--- src/rtl/cp_remove.sv ---
// Cyclic-prefix removal: drops the first CP_LEN samples of each sop-framed
// symbol, forwards the next N_FFT samples with sop/eop framing, counts
// completed symbols and flags early-sop framing errors (sticky).
module cp_remove #(
    parameter int WIDTH  = 14,
    parameter int N_FFT  = 64,
    parameter int CP_LEN = 16,
    parameter int CNT_W  = 7,
    parameter int SYM_W  = 16
) (
    input  logic                    clk,
    input  logic                    rst,
    input  logic                    en,
    input  logic signed [WIDTH-1:0] in_i,
    input  logic signed [WIDTH-1:0] in_q,
    input  logic                    in_valid,
    input  logic                    sop_in,
    output logic signed [WIDTH-1:0] out_i,
    output logic signed [WIDTH-1:0] out_q,
    output logic                    out_valid,
    output logic                    sop_out,
    output logic                    eop_out,
    output logic [SYM_W-1:0]        sym_cnt,
    output logic                    err
);

    typedef enum logic [1:0] {
        ST_IDLE,
        ST_SKIP,
        ST_PASS
    } state_t;

    localparam logic [CNT_W-1:0] LP_CP_LAST  = CNT_W'(CP_LEN - 1);
    localparam logic [CNT_W-1:0] LP_FFT_LAST = CNT_W'(N_FFT - 1);
    localparam logic [CNT_W-1:0] LP_ONE      = CNT_W'(1);

    // A one-sample prefix means the sop sample alone is the whole CP,
    // so the symbol start jumps straight into the pass phase.
    localparam state_t           LP_SOP_STATE = (CP_LEN == 1) ? ST_PASS : ST_SKIP;
    localparam logic [CNT_W-1:0] LP_SOP_CNT   = (CP_LEN == 1) ? '0 : LP_ONE;

    state_t           r_state;
    state_t           w_state_n;
    logic [CNT_W-1:0] r_cnt;
    logic [CNT_W-1:0] w_cnt_n;
    logic             w_fwd;
    logic             w_sop;
    logic             w_eop;
    logic             w_err_set;

    // State and sample counter; everything freezes while en is low.
    always_ff @(posedge clk or posedge rst) begin
        if (rst) begin
            r_state <= ST_IDLE;
            r_cnt   <= '0;
        end else if (en) begin
            r_state <= w_state_n;
            r_cnt   <= w_cnt_n;
        end
    end

    // Next-state, counter and per-sample framing decisions.
    always_comb begin
        w_state_n = r_state;
        w_cnt_n   = r_cnt;
        w_fwd     = 1'b0;
        w_sop     = 1'b0;
        w_eop     = 1'b0;
        w_err_set = 1'b0;
        if (in_valid) begin
            if (sop_in) begin
                // A sop always restarts the symbol; outside IDLE it also
                // abandons the current one and is a framing error.
                w_err_set = (r_state != ST_IDLE);
                w_state_n = LP_SOP_STATE;
                w_cnt_n   = LP_SOP_CNT;
            end else begin
                case (r_state)
                    ST_SKIP: begin
                        if (r_cnt == LP_CP_LAST) begin
                            w_state_n = ST_PASS;
                            w_cnt_n   = '0;
                        end else begin
                            w_cnt_n = r_cnt + LP_ONE;
                        end
                    end
                    ST_PASS: begin
                        w_fwd = 1'b1;
                        w_sop = (r_cnt == '0);
                        w_eop = (r_cnt == LP_FFT_LAST);
                        if (r_cnt == LP_FFT_LAST) begin
                            w_state_n = ST_IDLE;
                            w_cnt_n   = '0;
                        end else begin
                            w_cnt_n = r_cnt + LP_ONE;
                        end
                    end
                    default: begin
                        w_state_n = ST_IDLE;
                    end
                endcase
            end
        end
    end

    // Registered output stage: one cycle latency, data holds when idle.
    always_ff @(posedge clk or posedge rst) begin
        if (rst) begin
            out_i     <= '0;
            out_q     <= '0;
            out_valid <= 1'b0;
            sop_out   <= 1'b0;
            eop_out   <= 1'b0;
        end else if (en) begin
            out_valid <= w_fwd;
            sop_out   <= w_sop;
            eop_out   <= w_eop;
            if (w_fwd) begin
                out_i <= in_i;
                out_q <= in_q;
            end
        end
    end

    // Completed-symbol counter and sticky framing-error flag.
    always_ff @(posedge clk or posedge rst) begin
        if (rst) begin
            sym_cnt <= '0;
            err     <= 1'b0;
        end else if (en) begin
            if (w_eop) begin
                sym_cnt <= sym_cnt + SYM_W'(1);
            end
            if (w_err_set) begin
                err <= 1'b1;
            end
        end
    end

endmodule
--- config.mk ---
export PLATFORM = sky130hd
export DESIGN_NAME = cp_remove
export DESIGN_NICKNAME = d
export VERILOG_FILES = /design/src/rtl/cp_remove.sv
export SDC_FILE = /design/constraint.sdc
export NUM_CORES = 1
export LEC_CHECK = 0
export ABC_AREA = 1
export CAP_MARGIN = 20
export CELL_PAD_IN_SITES_DETAIL_PLACEMENT = 1
export CELL_PAD_IN_SITES_GLOBAL_PLACEMENT = 1
export CORE_MARGIN = 2
export CORE_UTILIZATION = 34
export DETAILED_ROUTE_END_ITERATION = 10
export PLACE_DENSITY = 0.83
export SYNTH_ARGS = -nofsm -noshare
export SYNTH_HDL_FRONTEND = slang
export SYNTH_SLANG_ARGS = --single-unit
--- constraint.sdc ---
create_clock -name clk -period 2.4 [get_ports clk]
set_input_delay 0.48 -clock clk [delete_from_list [all_inputs] [get_ports clk]]
set_output_delay 0.48 -clock clk [all_outputs]
set_load 0.01 [all_outputs]
# [Word-level counts from Yosys, hierarchy flattened]
# Cells that the tools add are included.
[word_totals] ff_bits=57 rom_bits=0 mem_count=0 elab_cells=44 output_inout_bits=48 ramBits=0 latchBits=0
[op_classes] magnitude_cmp=0 eq_ne=6 n_shift=0 n_div=0 multipliers=0 n_reduce_logical=8 bitwise=0 addsub=2 n_mux=19
[ops] cell="7-bit two-way mux" n=3
[ops] cell="16-bit by 1-bit adder with 16-bit output, second input constant" n=1
[ops] cell="7-bit one-hot mux with 2 select lines" n=1
[ops] cell="1-bit two-way mux" n=11
[ops] cell="7-bit by 1-bit adder with 7-bit output, second input constant" n=1
[ops] cell="7-bit by 4-bit equality test with 1-bit output, second input constant" n=1
[ops] cell="7-bit by 6-bit equality test with 1-bit output, second input constant" n=1
[ops] cell="7-bit logical NOT" n=1
[ops] cell="2-bit two-way mux" n=3
[ops] cell="3-bit inequality test, second input constant" n=2
[ops] cell="2-bit AND reduction" n=3
[ops] cell="2-bit one-hot mux with 2 select lines" n=1
[ops] cell="4-bit AND reduction" n=1
[ops] cell="3-bit AND reduction" n=1
[ops] cell="3-bit nonzero test" n=1
[ops] cell="2-bit by 1-bit equality test with 1-bit output, second input constant" n=1
[ops] cell="2-bit equality test, second input constant" n=1
[ops] cell="2-bit nonzero test" n=1

# [Depth between registers and ports, before layout]
[logic_depth] word_depth=5 depth_mapped=10 mapped_depth_nobuf=9

# [Least setup slack after synthesis]
# Ideal clock, no wire load.
[synth_path] path_kind="register -> register" start="reg r_cnt[0]" end="reg sym_cnt[11]" stages_incl_launch_ff=10 required_ns=2.281 slack_ns=1.014 setup_time_ns=0.119 t_arrival_ns=1.267 path_cell_list="dfrtp_1 > ha_1 > nand2_2 > nor2_4 > nand2_2 > nor2_4 > buf_6 > nand2_4 > o21ai_2 > nand2_1"
[synth_between] elab_chain_cells=5
[synth_lines] item="start, declared" line_no="44" rtl="logic [CNT_W-1:0] r_cnt;"
[synth_lines] item="start signal, assigned" line_no="58" rtl="r_cnt <= w_cnt_n;"
[synth_lines] item="7-bit by 6-bit equality test with 1-bit output" line_no="90" rtl="w_eop = (r_cnt == LP_FFT_LAST);"
[synth_lines] item="1-bit two-way mux" line_no="78" rtl="case (r_state)"
[synth_lines] item="1-bit two-way mux" line_no="71" rtl="if (sop_in) begin"
[synth_lines] item="1-bit two-way mux" line_no="70" rtl="if (in_valid) begin"
[synth_lines] item="2-bit AND reduction (no line)"
[synth_lines] item="end signal, assigned" line_no="132" rtl="sym_cnt <= sym_cnt + SYM_W'(1);"
[synth_lines] item="end, declared" line_no="23" rtl="output logic [SYM_W-1:0] sym_cnt,"
# No other way between the ends.
# A chain may end at the register's enable or synchronous reset.

# [Worst setup path after layout]
[layout_path] start="in en" end="reg sym_cnt[12]"
[layout_between] elab_chain_cells=1
[layout_lines] item="start, declared" line_no="13" rtl="input logic en,"
[layout_lines] item="2-bit AND reduction (no line)"
# No other way between the ends.

==> reports/results.tsv <==
stage	metric	value	unit
power	peakVddDrop	414	uV
timing	relSlewSlack	0.751	
cts	cts_htree_levels	3	
floorplanning	ios	81	
run	drv_cap	0	
timing	max_freq	538	MHz
synthesis	ys_seq_area_frac	0.519	
timing	min_period	1860	ps
worst_setup_path	startpoint_type	primary input	
detailed_routing	wl	7.53	mm
final_layout	fillers	955	
final_layout	layout-drive-gt1-share	0.0968	
outcome	outcome	finished clean	
worst_setup_path	worstPathArrival	2080	ps
synthesis	async_flop_share	1.00	
worst_setup_path	critPathRequiredTime	2620	ps
final_layout	stdcell_count	536	
cts	path_clk_slew	70	ps
worst_setup_path	worstSetupPathType	primary input to flip-flop	
final_layout	syn_to_final_growth	40.2	%
cts	cts_tree	done	
worst_setup_path	worstReg2RegEnd	sym_cnt[12]$_DFFE_PP0P_	
cts	numCtsBuffers	9	
detailed_routing	vias_per_cell	4.74	
worst_setup_path	reg2reg_depth	8	
cts	post_cts_buffers	0	
detailed_routing	drc	0	
synthesis	netlist_area	2750	sq um
synthesis	synthFlopType	dfrtp_1	
global_route	grt_usage	0.187	
detailed_routing	routedWlPerCell	14.0	um
cts	clock_sinks	57	
final_layout	seq_area	1430	sq um
worst_setup_path	critPathCaptureType	flip-flop	
placed_design	place_ws	189	ps
synthesis	synth_nets	378	
floorplanning	fp.dieArea	8810	sq um
cts	cts_hold_buf	0	
floorplanning	die_y	93.9	um
placed_design	place_congestion	0.813	
final_layout	antennaDiodeCount	0	
synthesis	yosysWarnings	0	
synthesis	synth_seq_cells	57	
worst_hold_path	hold_class	primary input to asynchronous set/reset pin	
placed_design	dp_cells	520	
floorplanning	coreArea	7770	sq um
power	p_leak	1.83	nW
cts	root_buffer	clkbuf_8	
detailed_routing	vias	2539	
worst_setup_path	cp_top_family	simple AND/OR/NAND/NOR gates	
timing	rsz0062_at_grt	false	
worst_setup_path	crit_fanout	11	
timing	final.setup.tns	0	ps
placed_design	placed_cell_area	3670	sq um
timing	slew_violations	0	
synthesis	synth_cells	342	
placed_design	dp_hpwl	5.67	mm
global_route	grt_pass1_wl	12.8	mm
timing	setup_slack	540	ps
global_route	grt_overflow	0	
worst_setup_path	critPathBufInv	2	
final_layout	post-route-util	0.496	
global_route	grt_max_degree	44	
worst_setup_path	r2r-start	r_cnt[0]$_DFFE_PP0P_	
floorplanning	fp-row-count	32	
floorplanning	die_w	93.9	um
power	pwr_density_cell	824	nW/um^2
final_layout	stdcell_area	3850	sq um
cts	cts_buffer_depth	2	
worst_setup_path	cp_common_cell	nand2_1	
detailed_routing	drt_iter0_drc	105	
worst_setup_path	regToRegSetupSlack	610	ps
worst_setup_path	slowest_delay	500	ps
timing	worstMarginPinSlew	373	ps
final_layout	multi_input_area	1160	sq um
detailed_routing	ant_nets	0	
synthesis	syn_avg_cell_area	8.03	sq um
floorplanning	initial_core_util	0.354	
worst_setup_path	crit_chain	clkdlybuf4s50_1 > nand2_1 > inv_2 > nand3_4 > nor2_4 > nand2_1 > o21ai_0 > nand2_1	
timing	finalCritPeriodShare	0.775	
timing	fin_worst_skew	5.59	ps
worst_setup_path	critPathSlowestCell	clkdlybuf4s50_1	
cts	clock_latency	330	ps
global_route	antenna_found_initial	0	
synthesis	synth.distinct_cells	28	
cts	ctsResizeCount	0	
placed_design	portBuffers	80	
final_layout	layout.nets	465	
detailed_routing	drt_pre_antenna_iters	4	
timing	hold_viol_final	0	
global_route	grt_pass1_vias	2726	
timing	setup_viol	0	
synthesis	synth_edf_count	0	
power breakdown:
| group | total [W] | internal (W) | switching (W) |
|---|---|---|---|
| registers | 0.00137 | 0.00121 | 0.000163 |
| clock network | 0.000809 | 0.000425 | 0.000384 |
| logic | 0.000993 | 0.000548 | 0.000444 |
| total | 0.00317 | 0.00218 | 0.000992 |
per-stage QoR:
| stage | hold slack (ps) | power, W |
|---|---|---|
| 6_report | 452 | 0.00317 |
| 5_1_grt | 483 | 0.00338 |
| 4_1_cts | 462 | 0.00322 |
| 3_5_place_dp | 465 | 0.00239 |
| 3_3_place_gp | 462 | 0.00235 |
| 2_1_floorplan | 497 | 0.00178 |
cell families after synthesis:
kind of cell,count (synthesis),synth area share
xor+xnor,9,0.0287
fa+ha+maj,3,0.0137
compound gates,15,0.0319
simple gates,221,0.347
flops,57,0.519
buf+inv,37,0.0597
cells in the final DEF (no fill, tap or decap):
cell type and count:
nand2_1 157, clkdlybuf4s50_1 80, dfrtp_1 57, inv_1 24, nor2_1 22, nand3_1 18, clkbuf_8 11, nand4_1 7
o21ai_0 6, nand2_2 5, inv_2 5, a21oi_1 5, xnor2_1 5, nor2_4 4, xor2_1 4, nor2_2 3
ha_1 3, clkinv_2 3, buf_4 3, clkinvlp_4 2, nor3_4 1, nand3_4 1, a31o_2 1, o31ai_1 1
nand3b_1 1, o21bai_1 1, nand2_4 1, o21ai_2 1, nor3_1 1, buf_12 1
final cells by class:
cell class,count,area share
Clock buffer,11,0.0393
Clock inverter,5,0.00780
Inverter,29,0.0283
Multi-Input combinational cell,248,0.302
Sequential cell,57,0.370
Tap cell,102,0.0331
Timing Repair Buffer,84,0.219
cells in the mapped netlist, types with 4 or more instances:
| library cell | count | area, sq um |
|---|---|---|
| nand2_1 | 157 | 589 |
| dfrtp_1 | 57 | 1430 |
| inv_1 | 25 | 93.8 |
| nor2_1 | 22 | 82.6 |
| nand3_1 | 18 | 90.1 |
| nand4_1 | 7 | 43.8 |
| o21ai_0 | 6 | 30.0 |
| a21oi_1 | 5 | 25.0 |
| nand2_2 | 5 | 31.3 |
| xnor2_1 | 5 | 43.8 |
| buf_4 | 4 | 30.0 |
| inv_2 | 4 | 15.0 |
| nor2_4 | 4 | 45.0 |
| xor2_1 | 4 | 35.0 |
metal layers:
metal / vias to the layer above / part of all wire / wire length, um / track usage
li1: 1234 / - / - / -
met5: - / 0 / 0 / 0
met4: 0 / 0.014 / 109 / 0.0592
met3: 10 / 0.041 / 309 / 0.0498
met2: 58 / 0.52 / 3950 / 0.333
met1: 1237 / 0.42 / 3170 / 0.218
worst max-delay path by stage:
stage               cells past startpoint  slack, ps                       to  startpoint
floorplan                               1        520      eop_out$_DFFE_PP0P_         rst
global placement                        8        270  sym_cnt[12]$_DFFE_PP0P_    in_valid
detailed placement                      8        190  sym_cnt[12]$_DFFE_PP0P_          en
CTS                                     8        540  sym_cnt[12]$_DFFE_PP0P_          en
global route                            8        420  sym_cnt[12]$_DFFE_PP0P_          en
finish                                  8        540  sym_cnt[12]$_DFFE_PP0P_          en
flip-flops by register name, summed over array words and instances (netlist names):
signal     count
eop_out        1
err            1
out_valid      1
sym_cnt       16
r_state        2
out_q         14
out_i         14
sop_out        1
r_cnt          7
No activity file was read; power rests on OpenSTA's default activity.
